### src/rtl/reset_sequencer.sv
// rtl/reset_sequencer.sv - PLL / USB / VGA reset sequencer (optional lock watchdog: LOCK_WATCHDOG_EN)
module reset_sequencer #(
    parameter int PLL_RST_CYCLES = 4,
    parameter int STABLE_CYCLES  = 32,
    parameter int VGA_DELAY      = 8,
    parameter int LOCK_TIMEOUT   = 1024
) (
    input  logic       i_clk,
    input  logic       i_reset_n,
    input  logic       i_pll_locked,
    input  logic       i_soft_req,
    output logic       o_soft_ack,
    output logic       o_pll_reset,
    output logic       o_reset_usb,
    output logic       o_reset_vga,
    output logic       o_ready,
    output logic [3:0] o_retries
);

    localparam logic [2:0] S_PLL_RST   = 3'd0;
    localparam logic [2:0] S_WAIT_LOCK = 3'd1;
    localparam logic [2:0] S_STABLE    = 3'd2;
    localparam logic [2:0] S_USB_UP    = 3'd3;
    localparam logic [2:0] S_RUN       = 3'd4;

`ifdef LOCK_WATCHDOG_EN
    localparam bit WDOG_EN = 1'b1;
`else
    localparam bit WDOG_EN = 1'b0;
`endif

    // The timeout only widens the counter when the watchdog is built in.
    localparam int WD_SPAN = WDOG_EN ? LOCK_TIMEOUT : 1;
    localparam int MAX_A   = (PLL_RST_CYCLES > STABLE_CYCLES) ? PLL_RST_CYCLES : STABLE_CYCLES;
    localparam int MAX_B   = (MAX_A > VGA_DELAY) ? MAX_A : VGA_DELAY;
    localparam int CNT_MAX = (MAX_B > WD_SPAN) ? MAX_B : WD_SPAN;
    localparam int CNT_W   = (CNT_MAX > 1) ? $clog2(CNT_MAX) : 1;

    localparam logic [CNT_W-1:0] PLL_LAST    = CNT_W'(PLL_RST_CYCLES - 1);
    localparam logic [CNT_W-1:0] STABLE_LAST = CNT_W'(STABLE_CYCLES - 1);
    localparam logic [CNT_W-1:0] VGA_LAST    = CNT_W'(VGA_DELAY - 1);
`ifdef LOCK_WATCHDOG_EN
    localparam logic [CNT_W-1:0] WD_LAST     = CNT_W'(LOCK_TIMEOUT - 1);
`endif

    logic             r_lock_meta;
    logic             r_lock_s;
    logic [2:0]       r_state;
    logic [CNT_W-1:0] r_cnt;
    logic             r_soft_pend;
    logic             r_soft_ack;
    logic             r_pll_reset;
    logic             r_reset_usb;
    logic             r_reset_vga;
    logic             r_ready;

    logic [2:0]       w_state_nxt;
    logic [CNT_W-1:0] w_cnt_nxt;
    logic             w_pend_nxt;
    logic             w_ack_nxt;
`ifdef LOCK_WATCHDOG_EN
    logic             w_retry;
    logic [3:0]       r_retries;
`endif

    // Two-flop synchronizer for the asynchronous PLL lock.
    always_ff @(posedge i_clk or negedge i_reset_n) begin
        if (!i_reset_n) begin
            r_lock_meta <= 1'b0;
            r_lock_s    <= 1'b0;
        end else begin
            r_lock_meta <= i_pll_locked;
            r_lock_s    <= r_lock_meta;
        end
    end

    // Next-state, counter and soft-reset bookkeeping.
    always_comb begin
        w_state_nxt = r_state;
        w_cnt_nxt   = r_cnt + CNT_W'(1);
        w_pend_nxt  = r_soft_pend;
        w_ack_nxt   = 1'b0;
`ifdef LOCK_WATCHDOG_EN
        w_retry     = 1'b0;
`endif
        case (r_state)
            S_PLL_RST: begin
                if (r_cnt == PLL_LAST) begin
                    w_state_nxt = S_WAIT_LOCK;
                    w_cnt_nxt   = '0;
                end
            end
            S_WAIT_LOCK: begin
`ifndef LOCK_WATCHDOG_EN
                w_cnt_nxt = '0;
`endif
                if (r_lock_s) begin
                    w_state_nxt = S_STABLE;
                    w_cnt_nxt   = '0;
                end
`ifdef LOCK_WATCHDOG_EN
                else if (r_cnt == WD_LAST) begin
                    w_state_nxt = S_PLL_RST;
                    w_cnt_nxt   = '0;
                    w_retry     = 1'b1;
                end
`endif
            end
            S_STABLE: begin
                if (!r_lock_s) begin
                    w_state_nxt = S_WAIT_LOCK;
                    w_cnt_nxt   = '0;
                end else if (r_cnt == STABLE_LAST) begin
                    w_state_nxt = S_USB_UP;
                    w_cnt_nxt   = '0;
                end
            end
            S_USB_UP: begin
                if (!r_lock_s) begin
                    w_state_nxt = S_WAIT_LOCK;
                    w_cnt_nxt   = '0;
                end else if (r_cnt == VGA_LAST) begin
                    w_state_nxt = S_RUN;
                    w_cnt_nxt   = '0;
                    // Completing a host-requested sequence: acknowledge once.
                    if (r_soft_pend) begin
                        w_ack_nxt  = 1'b1;
                        w_pend_nxt = 1'b0;
                    end
                end
            end
            S_RUN: begin
                w_cnt_nxt = '0;
                if (!r_lock_s) begin
                    // Lock loss has priority, but a coincident request is remembered.
                    w_state_nxt = S_WAIT_LOCK;
                    w_pend_nxt  = r_soft_pend | i_soft_req;
                end else if (i_soft_req) begin
                    w_state_nxt = S_STABLE;
                    w_pend_nxt  = 1'b1;
                end
            end
            default: begin
                w_state_nxt = S_PLL_RST;
                w_cnt_nxt   = '0;
            end
        endcase
    end

    // State register and registered outputs decoded from the next state.
    always_ff @(posedge i_clk or negedge i_reset_n) begin
        if (!i_reset_n) begin
            r_state     <= S_PLL_RST;
            r_cnt       <= '0;
            r_soft_pend <= 1'b0;
            r_soft_ack  <= 1'b0;
            r_pll_reset <= 1'b1;
            r_reset_usb <= 1'b1;
            r_reset_vga <= 1'b1;
            r_ready     <= 1'b0;
        end else begin
            r_state     <= w_state_nxt;
            r_cnt       <= w_cnt_nxt;
            r_soft_pend <= w_pend_nxt;
            r_soft_ack  <= w_ack_nxt;
            r_pll_reset <= (w_state_nxt == S_PLL_RST);
            r_reset_usb <= !((w_state_nxt == S_USB_UP) || (w_state_nxt == S_RUN));
            r_reset_vga <= (w_state_nxt != S_RUN);
            r_ready     <= (w_state_nxt == S_RUN);
        end
    end

`ifdef LOCK_WATCHDOG_EN
    // Saturating count of lock watchdog timeouts.
    always_ff @(posedge i_clk or negedge i_reset_n) begin
        if (!i_reset_n) begin
            r_retries <= 4'd0;
        end else if (w_retry && (r_retries != 4'hF)) begin
            r_retries <= r_retries + 4'd1;
        end
    end

    assign o_retries = r_retries;
`else
    assign o_retries = 4'd0;
`endif

    assign o_soft_ack  = r_soft_ack;
    assign o_pll_reset = r_pll_reset;
    assign o_reset_usb = r_reset_usb;
    assign o_reset_vga = r_reset_vga;
    assign o_ready     = r_ready;

endmodule

### config.mk
export PLATFORM = sky130hd
export DESIGN_NAME = reset_sequencer
export DESIGN_NICKNAME = d
export VERILOG_FILES = /design/src/rtl/reset_sequencer.sv
export SDC_FILE = /design/constraint.sdc
export NUM_CORES = 1
export LEC_CHECK = 0
export BUFFER_PORTS_ARGS = -buffer_cell sky130_fd_sc_hd__buf_2
export CAP_MARGIN = 20
export CORE_MARGIN = 8
export CORE_UTILIZATION = 45
export DETAILED_ROUTE_END_ITERATION = 8
export PLACE_DENSITY = 0.63
export SETUP_SLACK_MARGIN = 0.5
export SLEW_MARGIN = 15
export SYNTH_ARGS = -nofsm -noshare
export SYNTH_HDL_FRONTEND = slang
export SYNTH_SLANG_ARGS = --single-unit
### constraint.sdc
create_clock -name i_clk -period 3.2 [get_ports i_clk]
set_input_delay 0.16 -clock i_clk [delete_from_list [all_inputs] [get_ports i_clk]]
set_output_delay 0.16 -clock i_clk [all_outputs]
set_load 0.05 [all_outputs]
### Word level (Yosys, flattened, before mapping)

Cells that the tools add are included.

| word-level totals | value |
|---|---|
| bits in registers | 16 |
| input bits | 4 |
| output and inout port bits | 9 |
| word-level logic and storage cells | 55 |

| operators by class | value |
|---|---|
| add/sub/neg operators | 1 |
| equality and inequality tests | 13 |
| multiplexer cells | 24 |
| bitwise gates (word level) | 1 |
| reductions and logical operators | 6 |

Operator list:

| cell | count |
|---|---|
| $mux W5 | 5 |
| $mux W3 | 8 |
| $pmux W3 S5 | 1 |
| $pmux W5 S3 | 1 |
| $eq A3 B2 Y1 const B | 3 |
| $mux W1 | 8 |
| $eq A3 B3 Y1 const B | 2 |
| $logic_not A3 Y1 | 2 |
| $ne A3 B3 Y1 const B | 2 |
| $add A5 B1 Y5 const B | 1 |
| $eq A5 B2 Y1 const B | 1 |
| $eq A5 B3 Y1 const B | 1 |
| $eq A5 B5 Y1 const B | 1 |
| $ne A2 B2 Y1 const B | 2 |
| $reduce_and A4 Y1 | 1 |
| $eq A3 B1 Y1 const B | 1 |
| $pmux W1 S2 | 1 |
| $reduce_bool A2 Y1 | 1 |
| $logic_not A1 Y1 | 1 |
| $logic_or A1 B1 Y1 | 1 |
| $or A1 B1 Y1 | 1 |

### Longest topological paths before layout

Gate-level depths: netlist of run 1.

| depth | value |
|---|---|
| word-level depth | 7 |
| mapped depth | 7 |
| depth with buffers taken out | 7 |

### Least setup slack after synthesis of run 1

Ideal clock, no wire load.

| path | value |
|---|---|
| path type | register -> register |
| start | register r_cnt[0] |
| end | register r_cnt[1] |
| library setup time | 0.073 ns |
| data arrival time | 1.722 ns |
| required time | 3.127 ns |
| setup slack | 1.405 ns |
| stages on the path, launching flop included | 8 |
| buffers on the path | 0 |
| period minus slack after synthesis | 1.795 ns |
| path through | dfrtp_1 > ha_1 > and3_1 > ha_1 > or4b_1 > o21ai_1 > a22oi_1 > nor2b_1 |

| between the ends | value |
|---|---|
| longest elaborated chain between the ends | 4 |
| elaborated cells on any way between the ends | 10 |
| classes of those cells | add/sub (1); eq/ne (3); mux (6) |

Ends and longest elaborated chain:

| what | line | RTL |
|---|---|---|
| start: declaration | 49 | `logic [CNT_W-1:0] r_cnt;` |
| start signal: assignment | 163 | `r_cnt <= w_cnt_nxt;` |
| $add A5 B1 Y5 (tied with other cells) | 80 | `w_cnt_nxt = r_cnt + CNT_W'(1);` |
| $mux W5, on equally long branches | 122, 113 |  |
| $mux W5, on equally long branches | 119, 110 |  |
| $pmux W5 S3 * | 86 | `case (r_state)` |
| via w_cnt_nxt[1] | 58 | `logic [CNT_W-1:0] w_cnt_nxt;` |

Mark *: on every way through the listed nets, which the timed path passes. The rest lies on a longest branch.
A chain may end at the register's enable or synchronous reset.

### Worst setup path after layout of run 1

Ends and elaborated chain as after synthesis.

==> summary.md, run 1 <==
| Metric | Value |
|---|---|
| Status | `finished, final reports clean` |
| Share of cells above drive strength 1 | `25.6%` |
| Drt wl/cell | `12.7 µm` |
| Post-Syn Area | `slightly above 800 µm²` |
| Post-route insts no fill | `between 100 and 150` |
| Footprint of the multi-input gates | `about 360 µm²` |
| Most common cell in the netlist | `dfrtp_1` |
| Reg area | `around 400 µm²` |
| Vias in the first global route | `525` |
| TritonCTS clock tree | `done` |
| Syn Area/Cell | `roughly 11 µm²` |
| Switching power | `between 200 and 250 µW` |
| Grt total ovfl | `0` |
| Initial antenna violation count | `0` |
| Largest net degree at the start of global routing | `17` |
| Area contributors post-synth | `dfrtp_1 (40%), dfstp_2 (9.8%), nor2_1 (4.2%)` |
| Top FF cell, synth | `dfrtp_1` |
| Largest regs | `r_cnt (5), r_state (3)` |
| Netlist cell types | `37` |
| Latest clock arrival within the worst-skew pair | `0.28 ns` |
| Cell count after placement | `101` |
| Internal | `375 µW` |
| Vias per cell | `around 5.0` |
| Leak | `0.000415 µW` |
| Max Slew Vio Count | `0` |
| Capturing element type of the critical path | `flop` |
| Hold WC Path Type | `in2reg` |
| Clock sink count | `16` |
| Row cnt | `15` |
| Setup violators final | `0` |
| CP startpoint kind | `flop` |
| Fin. Hold Viols | `0` |
| Clock Tree Buf Depth | `2` |
| Max-cap violations | `0` |
| Chip Width | `between 50 and 60 µm` |
| Crit path from | `r_cnt[0]` |
| Die Footprint | `approximately 3400 µm²` |
| Num CTS Buffers | `3` |
| Core area | `between 1500 and 2000 µm²` |
| # nets final | `about 90` |
| Synthesis-stage register bit count | `16` |
| Total power | `approximately 600 µW` |
| Cell count after synthesis | `71` |
| CTS H-tree depth | `1` |
| Sequential share of the synthesized area | `50.1%` |
| Critical R2R Launch | `r_cnt[0]` |
| Antenna Cells | `0` |
| CP required | `3.42 ns` |
| Tcrit/Tclk final | `60.3%` |
| Vias | `539` |
| Synth area leader | `dfrtp_1` |
| Iteration-0 DRC Markers | `7` |
| FMAX | `518 MHz` |
| GRT Overall Usage | `8.95%` |
| Max reg flops | `5` |
| GPL Wtd Cong | `approximately 0.76` |
| Pwr per Cell Area | `681 nW/µm²` |
| Die height | `roughly 60 µm` |
| Total iterations of the first detailed-routing run | `4` |
| Detailed-route DRC error count | `0` |
| CTS Root Cell | `clkbuf_4` |
| Minimum clock period | `about 1.9 ns` |
| Reg2Reg Setup Slack | `1.27 ns` |
| Crit Path Max Fanout | `4` |
| Setup TNS | `0 ns` |
| Synth warn | `0` |
| Initial Util | `47.3%` |
| Hold Crit Start | `i_soft_req` |
| Ys async rst share | `100%` |
| Combinational share of power | `36.3%` |
| Synth top area share | `40.3%` |
| Most flops, register | `r_cnt` |
| FILL cells | `around 150` |
| Final WL | `1.36 mm` |
| Worst Path Class, Setup | `reg2reg` |
| Detail Placement HPWL | `1.05 mm` |
| Worst EP arrival | `2.15 ns` |
| Post-CTS sizing | `0` |
| Clk pwr share | `between 15 and 20%` |
| Layout area overhead | `10.2%` |
| ANT nets after route | `0` |
| I/O pin total | `13` |
| Sequential share of power | `46.0%` |
| Synth top cells by count | `dfrtp_1 (13), nor2_1 (9), buf_4 (4)` |
| Port Buffers | `8` |
| Clock skew | `~0.012 ns` |
| Max IR drop VDD | `0.465 mV` |
| First-pass GRT wire length | `2.33 mm` |
| Number of synthesized flops with an enable pin | `0` |
| RSZ-0062 raised after global routing | `false` |
| Sw frac | `38.1%` |
| Clk slew on worst S/H paths | `0.10 ns` |
path summary, 6_finish.rpt:
path                                to  depth (start not counted)
setup / recovery              r_cnt[1]                          7
hold / removal                 o_ready                          3
setup reg to reg              r_cnt[1]                          7
hold reg to reg               r_lock_s                          0
max in group asynchronous  o_reset_vga                          2
min in group asynchronous     r_cnt[0]                          2
stage by stage:
step	utilization [%]	area [µm²]	hold slack, ns	setup slack [ns]
after global placement	49.4	843	0.0883	1.30
after CTS	52.1	890	0.200	1.27
after floorplan	-	818	-0.136	1.40
after global routing	52.1	890	0.210	1.12
final	52.1	890	0.212	1.27
after detailed placement	49.4	843	0.0941	1.29
cell usage in the layout, fill, tap and decap left out, drive strengths merged, types with 2 or more instances in the layout:
master	synthesis	final
and3	3	3
dfstp	3	3
nand2	2	2
inv	2	2
buf	6	8
conb	1	4
a22oi	2	2
a21oi	2	2
dfrtp	13	13
clkbuf	0	4
nor2	9	9
xor2	2	2
nor2b	2	2
dlygate4sd3	0	2
o221ai	2	2
nand3	2	2
ha	2	2
o21a	3	3
repair_timing:
action | in CTS | in global routing
hold endpoints to repair | 14 | 0
hold buffers | 2 | 0
buffers inserted | 0 | 0
worst max-delay path: stages, from the launching register on:
cell	delay [ns]
dfrtp_1	0.41
ha_1	0.25
and3_1	0.20
ha_1	0.19
or4b_1	0.48
o21ai_1	0.09
a22oi_1	0.11
nor2b_1	0.14
power groups by stage:
stage	Sequential (µW)	Combinational (µW)	Clock, µW
finish	278	220	108
global route	285	242	124
floorplan	308	162	0
global placement	281	216	0
detailed placement	281	219	0
CTS	277	221	115
layout make-up:
cell class	instances	area share, %
Timing Repair Buffer	10	6.75
Multi-Input combinational cell	50	40.5
Sequential cell	16	45.4
Clock buffer	4	2.95
Tap cell	25	3.52
Inverter	2	0.844
logic make-up (layout without fill, tap and decap cells):
group,count (synthesis),count (layout),share of synthesized area [%]
compound gates,15,15,16.6
xor+xnor,2,2,2.17
fa+ha+maj,2,2,3.10
buf+inv,8,16,6.67
flops,16,16,50.1
other cells,1,4,0.465
simple gates,27,27,20.9
routing by layer:
metal / global-route usage [%] / share of wire [%]
met1: 10.6 / 49
met2: 13.1 / 45
met3: 3.26 / 5.5
met4: 6.29 / 1.1
met5: 0 / 0
Power figures use the tool's default switching activity.
==> run 2: changes to the inputs <==
Clock period 3.2 ns to 1.98 ns, I/O delays scaled along.
==> run 2 against run 1 <==
Net effect:
- non-clock buffer count increased by 5
- sequential share of layout area decreased by 4.5 points
- worst setup slack got worse by 1.1 ns
- clock skew decreased by 0.0088 ns
- first-iteration DRC count increased by 43%
- routed wire length increased by 8.4%
- via count increased by 1.9%
- combinational power increased by 94%
- fmax increased by 6.8%
- clock power increased by 58%
- largest power group unchanged
==> summary.md, run 2 (same netlist as run 1, synthesis figures left out) <==
| Metric | Value |
|---|---|
| Antenna Cells | `0 (unchanged)` |
| Minimum clock period | `1.81 ns (-0.124 ns)` |
| Crit Path Max Fanout | `3 (-1)` |
| FMAX | `554 MHz (+6.8%)` |
| Max-cap violations | `0 (unchanged)` |
| Total power | `1060 µW (+75%)` |
| Initial Util | `47.3% (unchanged)` |
| Worst r2r dst | `r_cnt[0]` |
| Num CTS Buffers | `3 (unchanged)` |
| Worst Path Class, Setup | `reg2reg` |
| TritonCTS clock tree | `done` |
| WHS Path Cells | `3 (unchanged)` |
| Drt wl/cell | `13.2 µm (+3.6%)` |
| Clk slew on worst S/H paths | `0.09 ns (about the same)` |
| Leak | `0.000441 µW (+6.2%)` |
| Pwr per Cell Area | `1070 nW/µm² (+58%)` |
| Final WL | `1.48 mm (+8.4%)` |
| Status | `finished, final reports clean` |
| Largest regs | `r_cnt (5), r_state (3)` |
| Most flops, register | `r_cnt` |
| Fin. Hold Viols | `0 (unchanged)` |
| # nets final | `94 (+5.6%)` |
| Die height | `58.4 µm (unchanged)` |
| Slowest-stage cell, CP | `or4b_4` |
| ANT nets after route | `0 (unchanged)` |
| Largest net degree at the start of global routing | `17 (unchanged)` |
| Setup TNS | `0 ns (unchanged)` |
| Worst EP arrival | `2.02 ns (-0.13 ns)` |
| Critical R2R Launch | `r_cnt[0]` |
| Initial antenna violation count | `0 (unchanged)` |
| Latest clock arrival within the worst-skew pair | `0.27 ns (about the same)` |
| Chip Width | `58.4 µm (unchanged)` |
| Crit-path leading delay family | `simple AND/OR/NAND/NOR gates` |
| Crit path largest cell delay | `0.49 ns (about the same)` |
| Commonest non-fill, non-tap cell in the layout | `dfrtp_1` |
| Setup violators final | `0 (unchanged)` |
| FILL cells | `144 (-3.4%)` |
| CTS Root Cell | `clkbuf_4` |
| R2R cell count | `7 (unchanged)` |
| Critical path cell sequence | `ha_4, and3_4, ha_4, or4b_4, o21ai_2, a22oi_2, nor2_1` |
| RSZ-0062 raised after global routing | `true` |
| CP required | `2.19 ns (-1.23 ns)` |
| Die Footprint | `3400 µm² (unchanged)` |
| GPL Wtd Cong | `0.728 (-4.1%)` |
| Reg2Reg Setup Slack | `0.17 ns (-1.10 ns)` |
| Clock Tree Buf Depth | `2 (unchanged)` |
| Tcrit/Tclk final | `91.2% (+31 points)` |
| First-pass GRT wire length | `2.31 mm (-0.60%)` |
| CP startpoint kind | `flop` |
| Max Slew Vio Count | `0 (unchanged)` |
| I/O pin total | `13 (unchanged)` |
| CTS H-tree depth | `1 (unchanged)` |
| CP dominant cell by count | `ha_4` |
| Clock sink count | `16 (unchanged)` |
| Detailed-route DRC error count | `0 (unchanged)` |
| Iteration-0 DRC Markers | `10 (+3)` |
| Hold Crit Start | `i_soft_req` |
| Share of cells above drive strength 1 | `37.9% (+12 points)` |
| CP Buf/Inv Count | `0 (unchanged)` |
| Max reg flops | `5 (unchanged)` |
| Vias | `549 (+1.9%)` |
| GRT Overall Usage | `9.00% (+0.049 points)` |
| Hold WC Path Type | `in2reg` |
| WHS Endpoint | `o_ready` |
| Layout area overhead | `22.3%` |
| Fin Hold WS | `0.155 ns (-0.0579 ns)` |
| Grt total ovfl | `0 (unchanged)` |
| Total iterations of the first detailed-routing run | `4 (unchanged)` |
| Row cnt | `15 (unchanged)` |
| Port Buffers | `8 (unchanged)` |
| Vias in the first global route | `496 (-5.5%)` |
| Detail Placement HPWL | `1.02 mm (-3.2%)` |
| Vias per cell | `4.90 (-2.7%)` |
| Capturing element type of the critical path | `flop` |
| Clock skew | `0.00336 ns (-0.00885 ns)` |
| Core area | `1710 µm² (unchanged)` |
| Commonest cells after routing, fill and taps aside | `dfrtp_1 (13), nor2_1 (9), buf_2 (8)` |
| Max IR drop VDD | `0.614 mV (+32%)` |
[run 2: area by class of cell]
| type | count | area [µm²] | share of cell area [%] |
|---|---|---|---|
| clock buffer | 4 | 26.3 | 2.66 |
| timing repair buffer | 15 | 101 | 10.3 |
| sequential | 16 | 404 | 40.9 |
| inverter | 2 | 7.51 | 0.760 |
| multi-input combinational | 50 | 417 | 42.2 |
| tap | 25 | 31.3 | 3.17 |
[run 2: worst max path at each step]
stage,start,to,slack [ns],depth (start not counted)
floorplan,r_cnt[0],r_cnt[1],0.26,7
global placement,r_cnt[1],r_cnt[3],0.17,7
detailed placement,r_cnt[0],r_cnt[1],0.16,7
CTS,r_cnt[0],r_cnt[1],0.21,7
global route,r_cnt[0],r_cnt[2],0.09,7
finish,r_cnt[0],r_cnt[0],0.17,7
[run 2: metal layers]
metal  wire [µm]  global-route usage, %  part of all wire [%]
met2         668                   12.9                    45
met1         688                   11.0                    47
met3          70                   3.04                   4.7
met5           0                      0                     0
met4          50                   6.29                   3.4
[run 2: tightest hold or removal path, delay by kind of cell]
family          cells  cell delay [ns]
simple gates        1             0.05
compound gates      1             0.16
buf+inv             1             0.08
[run 2: timing repair]
| action | CTS | global route |
|---|---|---|
| pin swaps | 3 | 4 |
| setup endpoints to repair | 7 | 13 |
| hold buffers | 2 | 0 |
| gates resized for setup | 4 | 3 |
| buffers inserted | 1 | 4 |
| hold endpoints to repair | 14 | 0 |
[run 2: per-stage QoR]
stage               cell area [µm²]  worst slack (ns)  cells  util [%]
detailed placement              863             0.157    101      50.5
CTS                             940             0.209    108      55.0
global placement                863             0.168    101      50.5
finish                          987             0.173    112      57.8
floorplan                       838             0.258     74         -
global route                    987            0.0903    112      57.8
[run 2: where the power goes]
| group | switching (µW) | leakage (µW) | internal (µW) | total, µW |
|---|---|---|---|---|
| Combinational | 244 | 0.000223 | 183 | 427 |
| Sequential | 71.4 | 0.000203 | 392 | 463 |
| Clock | 92.6 | 0.0000150 | 78.0 | 171 |
| Total | 408 | 0.000441 | 653 | 1060 |
